[src/rtl/uart_tx_arbiter_if.sv]
// Shared UART write channel bundle: NUM_REQ requester byte streams plus the single uart port.
// The slave modport is the arbiter's view; master is the requester/uart environment view.
interface uart_tx_arbiter_if #(
    parameter int NUM_REQ = 4
) ();
    logic [NUM_REQ*8-1:0] req_data;
    logic [NUM_REQ-1:0]   req_valid;
    logic [NUM_REQ-1:0]   req_last;
    logic [NUM_REQ-1:0]   req_ready;
    logic [7:0]           uart_wr_data;
    logic                 uart_wr_valid;
    logic                 uart_wr_ready;

    modport slave (
        input  req_data, req_valid, req_last, uart_wr_ready,
        output req_ready, uart_wr_data, uart_wr_valid
    );

    modport master (
        output req_data, req_valid, req_last, uart_wr_ready,
        input  req_ready, uart_wr_data, uart_wr_valid
    );
endinterface

[src/rtl/uart_tx_arbiter.sv]
// Packet-atomic round-robin arbiter for the shared UART write channel.
// Optional stall watchdog enabled by defining UART_ARB_TIMEOUT_EN.
module uart_tx_arbiter #(
    parameter int NUM_REQ        = 4,
    parameter int ID_W           = 2,
    parameter int TIMEOUT_CYCLES = 4096
) (
    input  logic                clk,
    input  logic                rst,
    uart_tx_arbiter_if.slave    bus,
    output logic [ID_W-1:0]     grant_id,
    output logic                busy,
    output logic                arb_timeout
);

    if (NUM_REQ < 2 || NUM_REQ > 8 || ID_W != $clog2(NUM_REQ) || TIMEOUT_CYCLES < 2) begin : g_param_check
        $error("uart_tx_arbiter: illegal parameter combination");
    end

    typedef enum logic {IDLE, GRANT} state_t;

    state_t          state;
    state_t          state_next;
    logic [ID_W-1:0] last_grant;
    logic [ID_W-1:0] pick;
    logic [ID_W-1:0] cand;
    logic            any_req;
    logic            xfer;
    logic            pkt_done;
    logic            timeout_hit;

    // Round-robin pick: scanning k downwards lets the nearest valid index after last_grant win.
    always_comb begin
        any_req = |bus.req_valid;
        pick    = last_grant;
        cand    = last_grant;
        for (int k = NUM_REQ; k >= 1; k--) begin
            cand = ID_W'((int'(last_grant) + k) % NUM_REQ);
            if (bus.req_valid[cand]) pick = cand;
        end
    end

    assign xfer     = (state == GRANT) && bus.req_valid[grant_id] && bus.uart_wr_ready;
    assign pkt_done = xfer && bus.req_last[grant_id];

`ifdef UART_ARB_TIMEOUT_EN
    localparam int CNT_W = $clog2(TIMEOUT_CYCLES);

    logic [CNT_W-1:0] stall_cnt;

    always_ff @(posedge clk) begin
        if (!rst) begin
            stall_cnt <= '0;
        end else if (state != GRANT || xfer) begin
            stall_cnt <= '0;
        end else begin
            stall_cnt <= stall_cnt + CNT_W'(1);
        end
    end

    assign timeout_hit = (state == GRANT) && !xfer && (stall_cnt == CNT_W'(TIMEOUT_CYCLES - 1));
`else
    assign timeout_hit = 1'b0;
`endif

    // NOTE: sequential state uses non-blocking assignments so every flop samples pre-edge values.
    always_ff @(posedge clk) begin
        if (!rst) begin
            state       <= IDLE;
            grant_id    <= '0;
            busy        <= 1'b0;
            arb_timeout <= 1'b0;
            last_grant  <= ID_W'(NUM_REQ - 1);
        end else begin
            state       <= state_next;
            arb_timeout <= timeout_hit;
            if (state == IDLE && any_req) begin
                grant_id <= pick;
                busy     <= 1'b1;
            end
            if (state == GRANT && (pkt_done || timeout_hit)) begin
                last_grant <= grant_id;
                busy       <= 1'b0;
            end
        end
    end

    always_comb begin
        state_next = state;
        case (state)
            IDLE:    if (any_req) state_next = GRANT;
            GRANT:   if (pkt_done || timeout_hit) state_next = IDLE;
            default: state_next = IDLE;
        endcase
    end

    // NOTE: every combinational output gets a default first so no path infers a latch.
    always_comb begin
        bus.uart_wr_data  = '0;
        bus.uart_wr_valid = 1'b0;
        bus.req_ready     = '0;
        if (state == GRANT) begin
            bus.uart_wr_data        = bus.req_data[{grant_id, 3'b000} +: 8];
            bus.uart_wr_valid       = bus.req_valid[grant_id];
            bus.req_ready[grant_id] = bus.uart_wr_ready;
        end
    end

endmodule

[src/flat_wrapper.sv]
// flat-port wrapper written by rule: the top's interface ports become plain ports
module uart_tx_arbiter_flat 
#(
    parameter int NUM_REQ        = 4,
    parameter int ID_W           = 2,
    parameter int TIMEOUT_CYCLES = 4096
)
  (clk, rst, grant_id, busy, arb_timeout, bus_req_data, bus_req_valid, bus_req_last, bus_uart_wr_ready, bus_req_ready, bus_uart_wr_data, bus_uart_wr_valid);
  uart_tx_arbiter_if #(.NUM_REQ(NUM_REQ)) bus_i ();
  input  logic clk;
  input  logic rst;
  output logic [ID_W-1:0] grant_id;
  output logic busy;
  output logic arb_timeout;
  input wire logic [$bits(bus_i.req_data)-1:0] bus_req_data;
  input wire logic [$bits(bus_i.req_valid)-1:0] bus_req_valid;
  input wire logic [$bits(bus_i.req_last)-1:0] bus_req_last;
  input wire logic [$bits(bus_i.uart_wr_ready)-1:0] bus_uart_wr_ready;
  output wire logic [$bits(bus_i.req_ready)-1:0] bus_req_ready;
  output wire logic [$bits(bus_i.uart_wr_data)-1:0] bus_uart_wr_data;
  output wire logic [$bits(bus_i.uart_wr_valid)-1:0] bus_uart_wr_valid;
  assign bus_i.req_data = bus_req_data;
  assign bus_i.req_valid = bus_req_valid;
  assign bus_i.req_last = bus_req_last;
  assign bus_i.uart_wr_ready = bus_uart_wr_ready;
  assign bus_req_ready = bus_i.req_ready;
  assign bus_uart_wr_data = bus_i.uart_wr_data;
  assign bus_uart_wr_valid = bus_i.uart_wr_valid;
  uart_tx_arbiter #(.NUM_REQ(NUM_REQ), .ID_W(ID_W), .TIMEOUT_CYCLES(TIMEOUT_CYCLES)) u_core (.clk(clk), .rst(rst), .bus(bus_i), .grant_id(grant_id), .busy(busy), .arb_timeout(arb_timeout));
endmodule
[config.mk]
export PLATFORM = sky130hd
export DESIGN_NAME = uart_tx_arbiter_flat
export DESIGN_NICKNAME = d
export VERILOG_FILES = /design/src/rtl/uart_tx_arbiter_if.sv /design/src/rtl/uart_tx_arbiter.sv /design/src/flat_wrapper.sv
export SDC_FILE = /design/constraint.sdc
export NUM_CORES = 1
export LEC_CHECK = 0
export ABC_AREA = 1
export CAP_MARGIN = 20
export CORE_UTILIZATION = 37
export CTS_CLUSTER_SIZE = 16
export DETAILED_ROUTE_END_ITERATION = 16
export PLACE_DENSITY_LB_ADDON = 0.1
export SLEW_MARGIN = 0
export SYNTH_ARGS = -nofsm -noshare
export SYNTH_HDL_FRONTEND = slang
export SYNTH_SLANG_ARGS = --single-unit
[constraint.sdc]
create_clock -name clk -period 2.07 [get_ports clk]
set_input_delay 0.3105 -clock clk [delete_from_list [all_inputs] [get_ports clk]]
set_output_delay 0.3105 -clock clk [all_outputs]
set_load 0.005 [all_outputs]
== Word-level counts from Yosys, hierarchy flattened ==
Index checks and enable logic that the tools add are counted.

* Logic and storage cells: 50
* Register bits after elaboration: 6
* Output and inout port bits: 17

* Reduce and logical (&&, ||, !) cells: 8
* Shift operators: 1
* Add/subtract/negate cells: 4
* Multiplexer cells: 24
* Order comparisons: 6
* Bitwise logic cells: 3

{| class="wikitable"
|+ Operators with widths
! cell !! number
|-
| 32-bit by 6-bit indexed part select with 8-bit output || 1
|-
| 2-bit by 3-bit less-than comparator with 1-bit output (second input constant) || 5
|-
| 1-bit binary-select mux with 2-bit select || 6
|-
| 1-bit two-way mux || 10
|-
| 2-bit two-way mux || 4
|-
| 8-bit two-way mux || 1
|-
| 1-bit logical AND || 6
|-
| 2-bit by 1-bit adder with 2-bit output (second input constant) || 2
|-
| 2-bit adder (second input constant) || 2
|-
| 4-bit bitwise AND || 1
|-
| 4-bit two-way mux || 1
|-
| 4-bit OR reduction || 1
|-
| 1-bit demux with 2-bit select || 1
|-
| 2-bit by 1-bit greater-or-equal comparator with 1-bit output (second input constant) || 1
|-
| 1-bit inverter || 2
|-
| 1-bit case mux with 2 select lines || 1
|-
| 2-bit OR reduction || 1
|}

== Logic depth before layout (Yosys ltp) ==
* Depth in word-level cells: 7
* Depth in mapped cells: 11

== Worst setup path before layout ==
Ideal clock, no wire load.

* Kind: register to output
* From: register u_core.grant_id[1]
* To: output bus_uart_wr_data[0]
* Data arrival time: 0.973 ns
* Data required time: 1.760 ns
* Stages on the path, launching flop included: 6
* Path slack: 0.787 ns
* Cells stage by stage: dfxtp_1 buf_6 inv_4 nor2_8 nand2_1 a31oi_1

* Cells in the longest elaborated chain, start to end: 2

{| class="wikitable"
|+ RTL lines
! what !! line !! text
|-
| from (decl) || uart_tx_arbiter.sv:11 || <nowiki>output logic [ID_W-1:0] grant_id,</nowiki>
|-
| from (signal assigned) || uart_tx_arbiter.sv:78 || <nowiki>grant_id <= pick;</nowiki>
|-
| 32-bit by 6-bit indexed part select with 8-bit output || uart_tx_arbiter.sv:103 || <nowiki>bus.uart_wr_data = bus.req_data[{grant_id, 3'b000} +: 8];</nowiki>
|-
| 8-bit two-way mux || uart_tx_arbiter.sv:102 || <nowiki>if (state == GRANT) begin</nowiki>
|-
| to (decl) || flat_wrapper.sv:20 || <nowiki>output wire logic [$bits(bus_i.uart_wr_data)-1:0] bus_uart_wr_data;</nowiki>
|}

No other way between the ends.

== Worst setup path after layout ==
* From: register u_core.grant_id[1]
* To: output bus_uart_wr_data[7]

The elaborated chain is that of the path after synthesis.

==> key figures <==
STA
  • Fmax achieved: 0.484 GHz
  • Tmin final: 2.07 ns
  • Final period util: 0.998
  • Final Max Slew Viols: 0
  • Final hold violations: 0
  • Final setup viols: 0
  • Clk_skew: 0.00532 ns
  • Final worst slack: 0.00358 ns

Yosys
  • Simple-Gate Fraction of Synth Area: 0.479
  • Post-synth cell types: 30
  • Largest family of logic cells by synthesized area: simple AND/OR/NAND/NOR gates
  • Synth Flop Type: dfxtp_1
  • XOR/XNOR share of the synthesized area: 0
  • Most common cell in the netlist: nand2_1
  • Synth Area in Compound Gates: 0.242
  • Ys async rst share: 0
  • Synth Cell Area: 847 um^2
  • Syn Area/Cell: 6.62 um^2
  • Yosys warnings: 0
  • Area leader, netlist: nand2_1
  • Post-synth EDFFs: 0
  • Mux cell area share after synthesis: 0
  • Synth Register Bits: 6
  • Gate Count Post-Synth: 128
  • Top cells by count, synth: 51 x nand2_1, 9 x inv_1, 8 x a22oi_1, 8 x a31oi_1, 7 x nand3_1
  • Syn Nets: 171
  • Sequential share of the synthesized area: 0.142
  • Top cells by area, synth: nand2_1 23%, dfxtp_1 14%, nor2_8 7.1%
  • Adder-Cell Fraction of Synth Area: 0
  • Synth top area share: 0.226

Worst setup path
  • Crit path from: u_core.grant_id[1]
  • CP Depth: 5
  • Crit Reg-Reg Endpoint: u_core.last_grant[1]
  • R2R setup slack: 0.59 ns
  • FF-to-FF path depth: 10
  • Worst-path cell chain: buf_4, nor2_8, a22oi_1, a31oi_1, clkdlybuf4s50_1
  • Critical path arrival: 1.76 ns
  • WP data required: 1.76 ns
  • Last element of the critical path: bus_uart_wr_data[7]
  • CP endpoint kind: output port
  • Top cell family by delay on the critical path: buffers and inverters
  • Crit start category: register
  • Crit Path Max Fanout: 5
  • CP max stage cell: clkdlybuf4s50_1
  • CP max stage delay: 0.55 ns
  • CP Class: reg2out
  • RR Startpoint: u_core.grant_id[0]
  • Buffers & Inverters on Critical Path: 2

GRT
  • Initial antenna violation count: 0
  • Largest net degree at the start of global routing: 12
  • Global-route usage over all layers: 0.240
  • Vias in the first global route: 1105
  • Total grt overflow: 0
  • Global-route wire length before repair: 4590 um

Floorplan
  • Site Rows: 16
  • Total die area: 0.00248 mm^2
  • Initial cell density of the core: 0.411
  • Core footprint: 0.00206 mm^2
  • Height of the die: 49.8 um
  • I/O pins: 60
  • Die X: 49.8 um

Routing
  • Met1 Wirelength: 1160 um
  • Final wirelength: 3030 um
  • Drt wl/cell: 13.6 um
  • Number of vias per cell: 5.10
  • DR vias: 1137
  • Drt pass-1 iters: 4
  • Met3 WL: 215 um
  • Antenna viol nets, final: 0
  • DRC: 0
  • Met2 wire length: 1630 um
  • Top sig layer: met4
  • DR iter-0 viols: 18

Clock network
  • CTS Root Cell: clkbuf_4
  • CTS Buf Count: 3
  • CTS tree: built
  • CTS Buffer Depth: 2
  • Sink Count: 6
  • CTS clk-pin slew, worst paths: 0.05 ns
  • Htree depth: 1
  • Hold_buf cts: 0
  • Worst-skew pair later-pin latency: 0.24 ns

Flow run
  • Max cap viols: 0

Run status
  • Status: complete, no violations

Place
  • RD Place Congestion: 0.753
  • I/O Buffers: 58
  • Cells after DPL: 211
  • Placed Area: 0.00145 mm^2
  • Hpwl dp: 2160 um
  • Pre-CTS setup slack: 0.130 ns

Finish
  • Nets: 241
  • # diodes: 0
  • Storage cell area: 125 um^2
  • Fraction of layout cells with a size suffix above 1: 0.184
  • Post-layout instance count excluding filler cells: 223
  • Synthesis-to-finish area growth: 87.3%
  • Filler cells: 147
  • Footprint of the multi-input gates: 637 um^2
  • Fin area: 0.00159 mm^2

Hold path
  • Hold WC Path Type: reg2reg
  • Worst hold start: u_core.busy

Power
  • Lkg Pwr: 0.000780 uW
  • Total power: 873 uW
  • PwrDens: 550 mW/mm^2
  • VDD IR max: 0.525 mV
## routing by layer
layer	global-route usage	vias to the layer above
met3	0.0463	2
li1	-	566
met5	0	-
met4	0.0476	0
met2	0.484	44
met1	0.248	525
## report_power, final
group	switching (uW)	internal [uW]	leakage, uW
clock network	40.0	65.4	0.0000138
logic	284	329	0.000716
registers	20.2	134	0.0000506
## worst min-delay path: stages, from the launching register on
cell and delay, ns:
dfxtp_1 0.32, nor2_1 0.05, nor2_1 0.10
## worst min path at each step
stage                      endpoint  cells after the start
6_report                u_core.busy                      2
3_5_place_dp            u_core.busy                      2
5_1_grt                 u_core.busy                      2
4_1_cts                 u_core.busy                      2
2_1_floorplan  u_core.last_grant[0]                      1
3_3_place_gp            u_core.busy                      2
## what timing repair did
| item | in CTS | in global routing |
|---|---|---|
| setup buffers | 2 | 4 |
| gates resized for setup | 4 | 5 |
| endpoints found under the setup margin | 9 | 6 |
| cloned | 3 | 0 |
| pin swaps | 4 | 2 |
| endpoints found under the hold margin | 0 | 0 |
## through the flow
stage	hold slack, ns	utilization	TNS [ns]
2_1_floorplan	0.395	-	0
3_3_place_gp	0.470	0.704	0
4_1_cts	0.495	0.749	0
3_5_place_dp	0.490	0.704	0
5_1_grt	0.559	0.769	-0.00665
6_report	0.516	0.769	0
## final cells by class
cell class	count	area share
repair buffers	68	0.442
flip-flops and latches	6	0.0789
well taps	27	0.0213
inverters	14	0.0426
multi-input cells	105	0.401
clock buffers	3	0.0142
## registers in the layout, summed over array words and instances, names as in the netlist
register,cells
u_core.grant_id,2
u_core.busy,1
u_core.state,1
u_core.last_grant,2
## logic make-up after synthesis
logic type	Yosys count
AOI/OAI and AO/OA	26
and+or+nand+nor	76
other	1
buffers and inverters	19
DFF	6
## layout by cell type, fill, tap and decap left out, types with 4 or more instances in the layout
cell / n
nand2_1: 51
buf_4: 8
nand3_1: 7
inv_1: 9
dfxtp_1: 4
a31oi_1: 8
a22oi_1: 8
clkdlybuf4s50_1: 52
dlymetal6s2s_1: 4
Power figures use the tool's default switching activity.
